## src/rtl/muxa_sequencer_pkg.sv

```systemverilog
// Shared CPU package: op_class and A-mux select encodings plus sequencer state codes.
// The optional branch-target phase is enabled by defining MUXA_SEQ_BRANCH_EN.
package muxa_sequencer_pkg;

    typedef logic [2:0] op_class_t;
    typedef logic [1:0] muxa_sel_t;
    typedef logic [2:0] seq_state_t;

    localparam op_class_t OP_ALU_RS    = 3'd0;
    localparam op_class_t OP_SHIFT_IMM = 3'd1;
    localparam op_class_t OP_SHIFT_VAR = 3'd2;
    localparam op_class_t OP_PC_LINK   = 3'd3;
    localparam op_class_t OP_NO_WB     = 3'd4;
    localparam op_class_t OP_BRANCH    = 3'd5;

    localparam muxa_sel_t MUXA_RS    = 2'b00;
    localparam muxa_sel_t MUXA_SRC   = 2'b01;
    localparam muxa_sel_t MUXA_SHAMT = 2'b10;
    localparam muxa_sel_t MUXA_PC    = 2'b11;

    localparam seq_state_t ST_IDLE  = 3'd0;
    localparam seq_state_t ST_PCINC = 3'd1;
    localparam seq_state_t ST_EXEC  = 3'd2;
    localparam seq_state_t ST_BTGT  = 3'd3;
    localparam seq_state_t ST_WB    = 3'd4;

    // Classes 0-3 produce a register result; 6-7 are undefined encodings.
    function automatic logic class_writes_rf(op_class_t cls);
        return cls <= OP_PC_LINK;
    endfunction

    function automatic logic class_is_illegal(op_class_t cls);
        return cls > OP_BRANCH;
    endfunction

endpackage

```

## src/rtl/muxa_sel_decode.sv

```systemverilog
// Maps (sequencer state, instruction class) to the ALU A-operand mux select.
// Purely combinational so the forwarding unit can share it.
module muxa_sel_decode
    import muxa_sequencer_pkg::*;
(
    input  logic [2:0] state,
    input  logic [2:0] cls,
    output logic [1:0] muxa_ctr
);

    always_comb begin
        muxa_ctr = MUXA_RS;
        case (state)
            ST_PCINC, ST_BTGT: muxa_ctr = MUXA_PC;
            ST_EXEC: begin
                case (cls)
                    OP_SHIFT_VAR: muxa_ctr = MUXA_SRC;
                    OP_SHIFT_IMM: muxa_ctr = MUXA_SHAMT;
                    OP_PC_LINK:   muxa_ctr = MUXA_PC;
                    default:      muxa_ctr = MUXA_RS;
                endcase
            end
            default: muxa_ctr = MUXA_RS;
        endcase
    end

endmodule

```

## src/rtl/muxa_sequencer.sv

```systemverilog
// Multi-cycle phase sequencer driving the A-operand select and datapath enables.
// Define MUXA_SEQ_BRANCH_EN to add the BTGT phase that rewrites PC for BRANCH.
module muxa_sequencer
    import muxa_sequencer_pkg::*;
(
    input  logic       clk,
    input  logic       rst,
    input  logic       instr_valid,
    output logic       instr_ready,
    input  logic [2:0] op_class,
    input  logic       ex_stall,
    output logic [1:0] muxa_ctr,
    output logic       alu_en,
    output logic       pc_we,
    output logic       rf_we,
    output logic       done,
    output logic       illegal
);

    seq_state_t state_q, state_d;
    op_class_t  cls_q, cls_d;

    always_comb begin
        state_d = state_q;
        cls_d   = cls_q;
        case (state_q)
            ST_IDLE: begin
                if (instr_valid) begin
                    cls_d   = op_class;
                    state_d = ST_PCINC;
                end
            end
            ST_PCINC: state_d = ST_EXEC;
            ST_EXEC: begin
                if (!ex_stall) begin
`ifdef MUXA_SEQ_BRANCH_EN
                    state_d = (cls_q == OP_BRANCH) ? ST_BTGT : ST_WB;
`else
                    state_d = ST_WB;
`endif
                end
            end
`ifdef MUXA_SEQ_BRANCH_EN
            ST_BTGT: state_d = ST_WB;
`endif
            ST_WB:   state_d = ST_IDLE;
            default: state_d = ST_IDLE;
        endcase
    end

    always_ff @(posedge clk) begin
        if (rst) begin
            state_q <= ST_IDLE;
            cls_q   <= OP_ALU_RS;
        end else begin
            state_q <= state_d;
            cls_q   <= cls_d;
        end
    end

    // Every output is a function of registered state only.
    always_comb begin
        instr_ready = (state_q == ST_IDLE);
        alu_en      = (state_q == ST_PCINC) || (state_q == ST_EXEC) || (state_q == ST_BTGT);
        pc_we       = (state_q == ST_PCINC) || (state_q == ST_BTGT);
        done        = (state_q == ST_WB);
        rf_we       = (state_q == ST_WB) && class_writes_rf(cls_q);
        illegal     = (state_q == ST_WB) && class_is_illegal(cls_q);
    end

    muxa_sel_decode u_sel_decode (
        .state    (state_q),
        .cls      (cls_q),
        .muxa_ctr (muxa_ctr)
    );

endmodule

```

## config.mk

```make
export PLATFORM = sky130hd
export DESIGN_NAME = muxa_sequencer
export DESIGN_NICKNAME = d
export VERILOG_FILES = /design/src/rtl/muxa_sequencer_pkg.sv /design/src/rtl/muxa_sel_decode.sv /design/src/rtl/muxa_sequencer.sv
export SDC_FILE = /design/constraint.sdc
export NUM_CORES = 1
export LEC_CHECK = 0
export ABC_AREA = 1
export BUFFER_PORTS_ARGS = -buffer_cell sky130_fd_sc_hd__buf_2
export CAP_MARGIN = 30
export CORE_AREA = 8 8 45 47
export DETAILED_ROUTE_END_ITERATION = 8
export DIE_AREA = 0 0 53 55
export HOLD_SLACK_MARGIN = 0.15
export PLACE_DENSITY = 0.46
export SETUP_SLACK_MARGIN = 0.1
export SLEW_MARGIN = 20
export SYNTH_ARGS = -nofsm -noshare
export SYNTH_HDL_FRONTEND = slang
export SYNTH_SLANG_ARGS = --single-unit
```

## constraint.sdc

```tcl
create_clock -name clk -period 1 [get_ports clk]
set_input_delay 0.05 -clock clk [delete_from_list [all_inputs] [get_ports clk]]
set_output_delay 0.05 -clock clk [all_outputs]
set_load 0.005 [all_outputs]
```

==> flow_summary.ini, run 1 <==
[worst_setup_path]
critPathLaunchType = flip-flop
r2r_setup_slack_ns = 0.07
required_ns = 0.95
reg2reg_depth = 6
arrival_ns = 1.01
reg2reg_to = cls_q[0]
cp-startpoint = state_q[0]
reg2reg_from = state_q[0]
worst-path-max-fanout = 3
worstSetupPathType = reg2out
endpoint_kind = primary output

[timing]
fmax_mhz = 940.9
max_slew_margin_pct = 89.96
hold-worst-slack_ns = 0.5233
fin_ws_ns = -0.06280
layout_min_cycle_time_ns = 1.063
hold_violations = 0
fin_crit_sh_pct = 106.3
finalSetupViolCount = 5
skew_ns = 0.002015
rsz0062_at_grt = yes
tightest_slew_ns = 0.1495
slew_violations = 0

[global_routing]
grt_pass1_wl_mm = 1.566
grt.total_usage_pct = 7.225
antenna_found_initial = 0
top_usage_layer = met2
grt_max_degree = 7
grt_pass1_vias = 399
grt_use_met3_pct = 2.139
grtUsageMet2_pct = 11.52
grt_overflow = 0
gr-usage-met1_pct = 7.176

[synth]
yosys_warnings = 0
yosysSeqAreaShare_pct = 35.56
syn_nets = 60
post_synth_num_cell_types = 12
syn_inst = 53
avgSynthCellArea_um2 = 6.374
ys_ff_latch = 6
syn_area_um2 = 337.8

[place]
dp_hpwl_um = 685.8
post-place-ws_ns = 0.05921
io_buffers = 14
place_congestion = 0.6990
post-place-cells = 83
dpl_cell_area_um2 = 427.9

[floorplan]
start_util_pct = 24.41
coreArea_mm2 = 0.001384
die_x_um = 53
num_rows = 14
dieArea_mm2 = 0.002915
die_y_um = 55
io_pins = 15

[status]
failed_checks = setup timing
outcome = finished with violations

[finish]
finalInstanceArea_um2 = 590.6
area_delta_synth_final_pct = 74.81
n_fill_cell = 146
multi_input_area_um2 = 183.9
final-seq-area_um2 = 131.4
antennaDiodeCount = 0
nNetsFinal = 89
finalNonFillerCells = 96
final_layout_size_suffix_gt1_share_pct = 45.00

[clock_tree]
cts-root-buf = clkbuf_4
path_clk_slew_ns = 0.04
h-tree-depth = 1
cts_tree = built
cts_buffer_depth = 2
numCtsBuffers = 3
clkLatencyLatePin_ns = 0.25
clock_sinks = 6

[pwr]
total_leakage_power_nw = 0.3151
powerDensity_mw_per_mm2 = 1127
max-vdd-ir-drop_v = 0.0004867

[detailed_routing]
vias = 411
drtAntennaViolNets = 0
routedWlPerCell_um = 9.615
drt_iter0_drc = 3
viasPerCell = 4.281
drcViolationCount = 0
dr.pass1.iters = 4
wl_um = 923

[hold_path]
whs_path_depth = 4
min_to = cls_q[0]
min_from = cls_q[0]
worstHoldPathType = reg2reg

[run]
max_cap_violations = 0
[through the flow]
stage	power (mW)	setup TNS (ns)	utilization [%]
floorplan	0.3521	0	-
global placement	0.4008	0	30.92
detailed placement	0.4009	0	30.92
CTS	0.6728	-0.2667	40.78
global route	0.7079	-0.5215	42.68
finish	0.6657	-0.2057	42.68
[worst max path at each step]
stage	slack, ns	to	cells past startpoint
after floorplan	0.19	cls_q[0]	5
after global placement	0.04	illegal	4
after detailed placement	0.06	illegal	4
after CTS	-0.10	illegal	4
after global routing	-0.11	illegal	4
final	-0.06	illegal	4
[cell usage in the layout, fill, tap and decap left out]
cell,instances
buf_4,2
inv_4,2
buf_2,14
buf_6,2
dfxtp_4,3
nor3_1,1
nor3_2,1
nor2_1,6
nand3_4,1
nand2_1,9
inv_2,2
nor2_4,2
o21ai_1,2
dlygate4sd3_1,6
clkbuf_4,3
nand4_1,5
inv_1,12
nand2_2,2
nand3_2,1
dfxtp_1,3
a21oi_2,1
[kinds of logic after synthesis]
group | share of synthesized area (%)
buf+inv | 17.78
flops | 35.56
simple gates | 42.22
compound gates | 4.443
[cell usage after synthesis]
master	n	share of area, %
nand4_1	5	9.3
inv_2	2	2.2
nor2_1	6	6.7
o21ai_0	2	3.0
nor3_1	2	3.0
nand2_1	11	12
inv_1	14	16
nand3_2	1	3.0
dfxtp_1	6	36
nand3_1	1	1.5
a21oi_1	1	1.5
nor2_4	2	6.7
[flip-flops by register name (all words and copies together), names as in the netlist]
register  cells
cls_q         3
state_q       3
[power by group]
part | internal [mW] | total (mW) | switching [mW]
clock network | 0.136 | 0.223 | 0.0870
logic | 0.0887 | 0.172 | 0.0831
registers | 0.254 | 0.271 | 0.0171
[critical path: stages (launching register included)]
cell     delay, ns
dfxtp_4       0.35
nor2_4        0.12
nand2_2       0.07
nor3_2        0.09
buf_2         0.13
[repair_timing]
action	in CTS	in global routing
gates resized for setup	11	9
setup endpoints to repair	11	12
pin swaps	2	3
endpoints found under the hold margin	6	0
hold buffers	6	0
buffers inserted	4	1
[final cells by class]
class / instances / area share (%)
clock buffers: 3 / 3.814
flip-flops and latches: 6 / 22.25
repair buffers: 24 / 28.39
multi-input cells: 31 / 31.14
well taps: 16 / 3.390
inverters: 16 / 11.02
[layer usage]
metal	part of all wire [%]	vias up	wire length, um
li1	-	221	-
met2	49	13	455
met3	8.2	3	76
met1	39	174	364
met5	0	-	0
met4	2.9	0	27
Power figures use the tool's default switching activity.
==> run 2: changes to the inputs <==
--- a/config.mk
+++ b/config.mk
@@ -18,3 +18,4 @@
 export SYNTH_ARGS = -nofsm -noshare
 export SYNTH_HDL_FRONTEND = slang
 export SYNTH_SLANG_ARGS = --single-unit
+export TNS_END_PERCENT = 30
==> flow_summary.ini, run 2 (synthesis gave the netlist of run 1 again) <==
[timing]
slew_violations = 0
fin_ws_ns = -0.06223
skew_ns = 0.001817
hold_violations = 0
rsz0062_at_grt = yes
max_slew_margin_pct = 89.65
tightest_slew_ns = 0.1541
fmax_mhz = 941.4
fin_crit_sh_pct = 106.2
finalSetupViolCount = 5
hold-worst-slack_ns = 0.5231
layout_min_cycle_time_ns = 1.062

[finish]
reg_top3 = cls_q (3), state_q (3)
mostFrequentLayoutCell = buf_2
utilization_pct = 41.32
nNetsFinal = 89
antennaDiodeCount = 0
final_cell_mix = 14 x buf_2, 12 x inv_1, 10 x nand2_1, 6 x nor2_1, 6 x dlygate4sd3_1
area_delta_synth_final_pct = 69.26
final_layout_size_suffix_gt1_share_pct = 42.50

[worst_setup_path]
arrival_ns = 1.01
path_delay_family = flip-flops
worst-path-buf-inv = 1
critical_path.slowest_cell = dfxtp_4
reg2reg_from = state_q[0]
worstSetupPathType = reg2out
path_depth = 4
worst-path-max-fanout = 3
cpPeakStageDelay_ns = 0.36
critPathLaunchType = flip-flop
reg2reg_to = cls_q[0]
crit_path_cell_trace = nor2_4 > nand2_2 > nor3_2 > buf_2
r2r_setup_slack_ns = 0.07
required_ns = 0.95
reg2reg_depth = 6
endpoint_kind = primary output

[clock_tree]
cts-root-buf = clkbuf_4
clock_sinks = 6
numCtsBuffers = 3
path_clk_slew_ns = 0.04
clkLatencyLatePin_ns = 0.24
h-tree-depth = 1
cts_tree = built
cts_buffer_depth = 2

[detailed_routing]
routedWlPerCell_um = 9.229
drcViolationCount = 0
vias = 404
viasPerCell = 4.208
dr.pass1.iters = 4
wl_um = 886
drt_iter0_drc = 4
drtAntennaViolNets = 0

[floorplan]
die_y_um = 55
num_rows = 14
io_pins = 15
coreArea_mm2 = 0.001384
die_x_um = 53
dieArea_mm2 = 0.002915
start_util_pct = 24.41

[hold_path]
min_from = cls_q[0]
worstHoldPathType = reg2reg
whs_path_depth = 4
min_to = cls_q[0]

[pwr]
powerDensity_mw_per_mm2 = 1155
total_leakage_power_nw = 0.3108
max-vdd-ir-drop_v = 0.0004863

[global_routing]
grt_overflow = 0
grt.total_usage_pct = 7.225
grt_pass1_vias = 401
antenna_found_initial = 0
grt_max_degree = 7
grt_pass1_wl_mm = 1.566

[run]
max_cap_violations = 0

[place]
io_buffers = 14
dp_hpwl_um = 685.8
place_congestion = 0.6990

[status]
outcome = finished with violations
failed_checks = setup timing
## run 2: cell count changes in the layout (fill, tap and decap cells not counted)
cell,change
a21oi_1,+1
a21oi_2,-1
buf_4,+2
buf_6,-2
dfxtp_2,+1
dfxtp_4,-1
inv_2,+1
inv_4,-1
nand2_1,+1
nand2_2,-1
## run 2: worst max-delay path by stage
| stage | start | end | slack, ns |
|---|---|---|---|
| 2_1_floorplan | state_q[2] | cls_q[0] | 0.19 |
| 3_3_place_gp | state_q[1] | illegal | 0.04 |
| 3_5_place_dp | state_q[1] | illegal | 0.06 |
| 4_1_cts | state_q[1] | illegal | -0.10 |
| 5_1_grt | state_q[0] | illegal | -0.11 |
| 6_report | state_q[0] | illegal | -0.06 |
## run 2: what timing repair did
item / in CTS / in global routing
gates cloned: 0 / 0
endpoints found under the hold margin: 6 / 0
hold buffers: 6 / 0
gates resized for setup: 11 / 3
buffers inserted: 4 / 0
endpoints found under the setup margin: 11 / 12
pin swaps: 2 / 2
## run 2: cell type report
type / instances / area [um2]
multi-input combinational: 31 / 177.7
inverter: 16 / 62.56
tap: 16 / 20.02
sequential: 6 / 128.9
fill: 147 / 812.0
timing repair buffer: 24 / 160.2
clock buffer: 3 / 22.52
## run 2: per-layer routing
| metal | routed length [um] | global-route usage (%) | share of wire, % | vias to the layer above |
|---|---|---|---|---|
| li1 | - | - | - | 219 |
| met1 | 363 | 7.176 | 41 | 169 |
| met2 | 419 | 11.52 | 47 | 13 |
| met3 | 76 | 2.139 | 8.6 | 3 |
| met4 | 27 | 7.759 | 3.0 | 0 |
| met5 | 0 | 0 | 0 | - |
## run 2: per-stage QoR
stage / area (um2) / cells / total power [mW] / TNS (ns) / setup slack (ns)
after floorplan: 337.8 / 53 / 0.3521 / 0 / 0.1929
after global placement: 427.9 / 83 / 0.4008 / 0 / 0.03567
after detailed placement: 427.9 / 83 / 0.4009 / 0 / 0.05921
after CTS: 564.3 / 96 / 0.6728 / -0.2667 / -0.1038
after global routing: 571.8 / 96 / 0.7029 / -0.5043 / -0.1060
final: 571.8 / 96 / 0.6606 / -0.1780 / -0.06223
## run 2: worst reg2reg max path, cell delays in order (launching register included)
cell	delay, ns
dfxtp_4	0.36
nor2_4	0.12
buf_4	0.15
nand3_4	0.08
nand2_1	0.06
inv_1	0.03
nor2_1	0.08
## run 2: report_power, final
| part | switching [mW] | total, mW | leakage (nW) | internal [mW] |
|---|---|---|---|---|
| registers | 0.0170 | 0.273 | 0.0513 | 0.256 |
| clock network | 0.0860 | 0.222 | 0.0138 | 0.136 |
| logic | 0.0802 | 0.166 | 0.246 | 0.0854 |
| total | 0.183 | 0.661 | 0.311 | 0.477 |
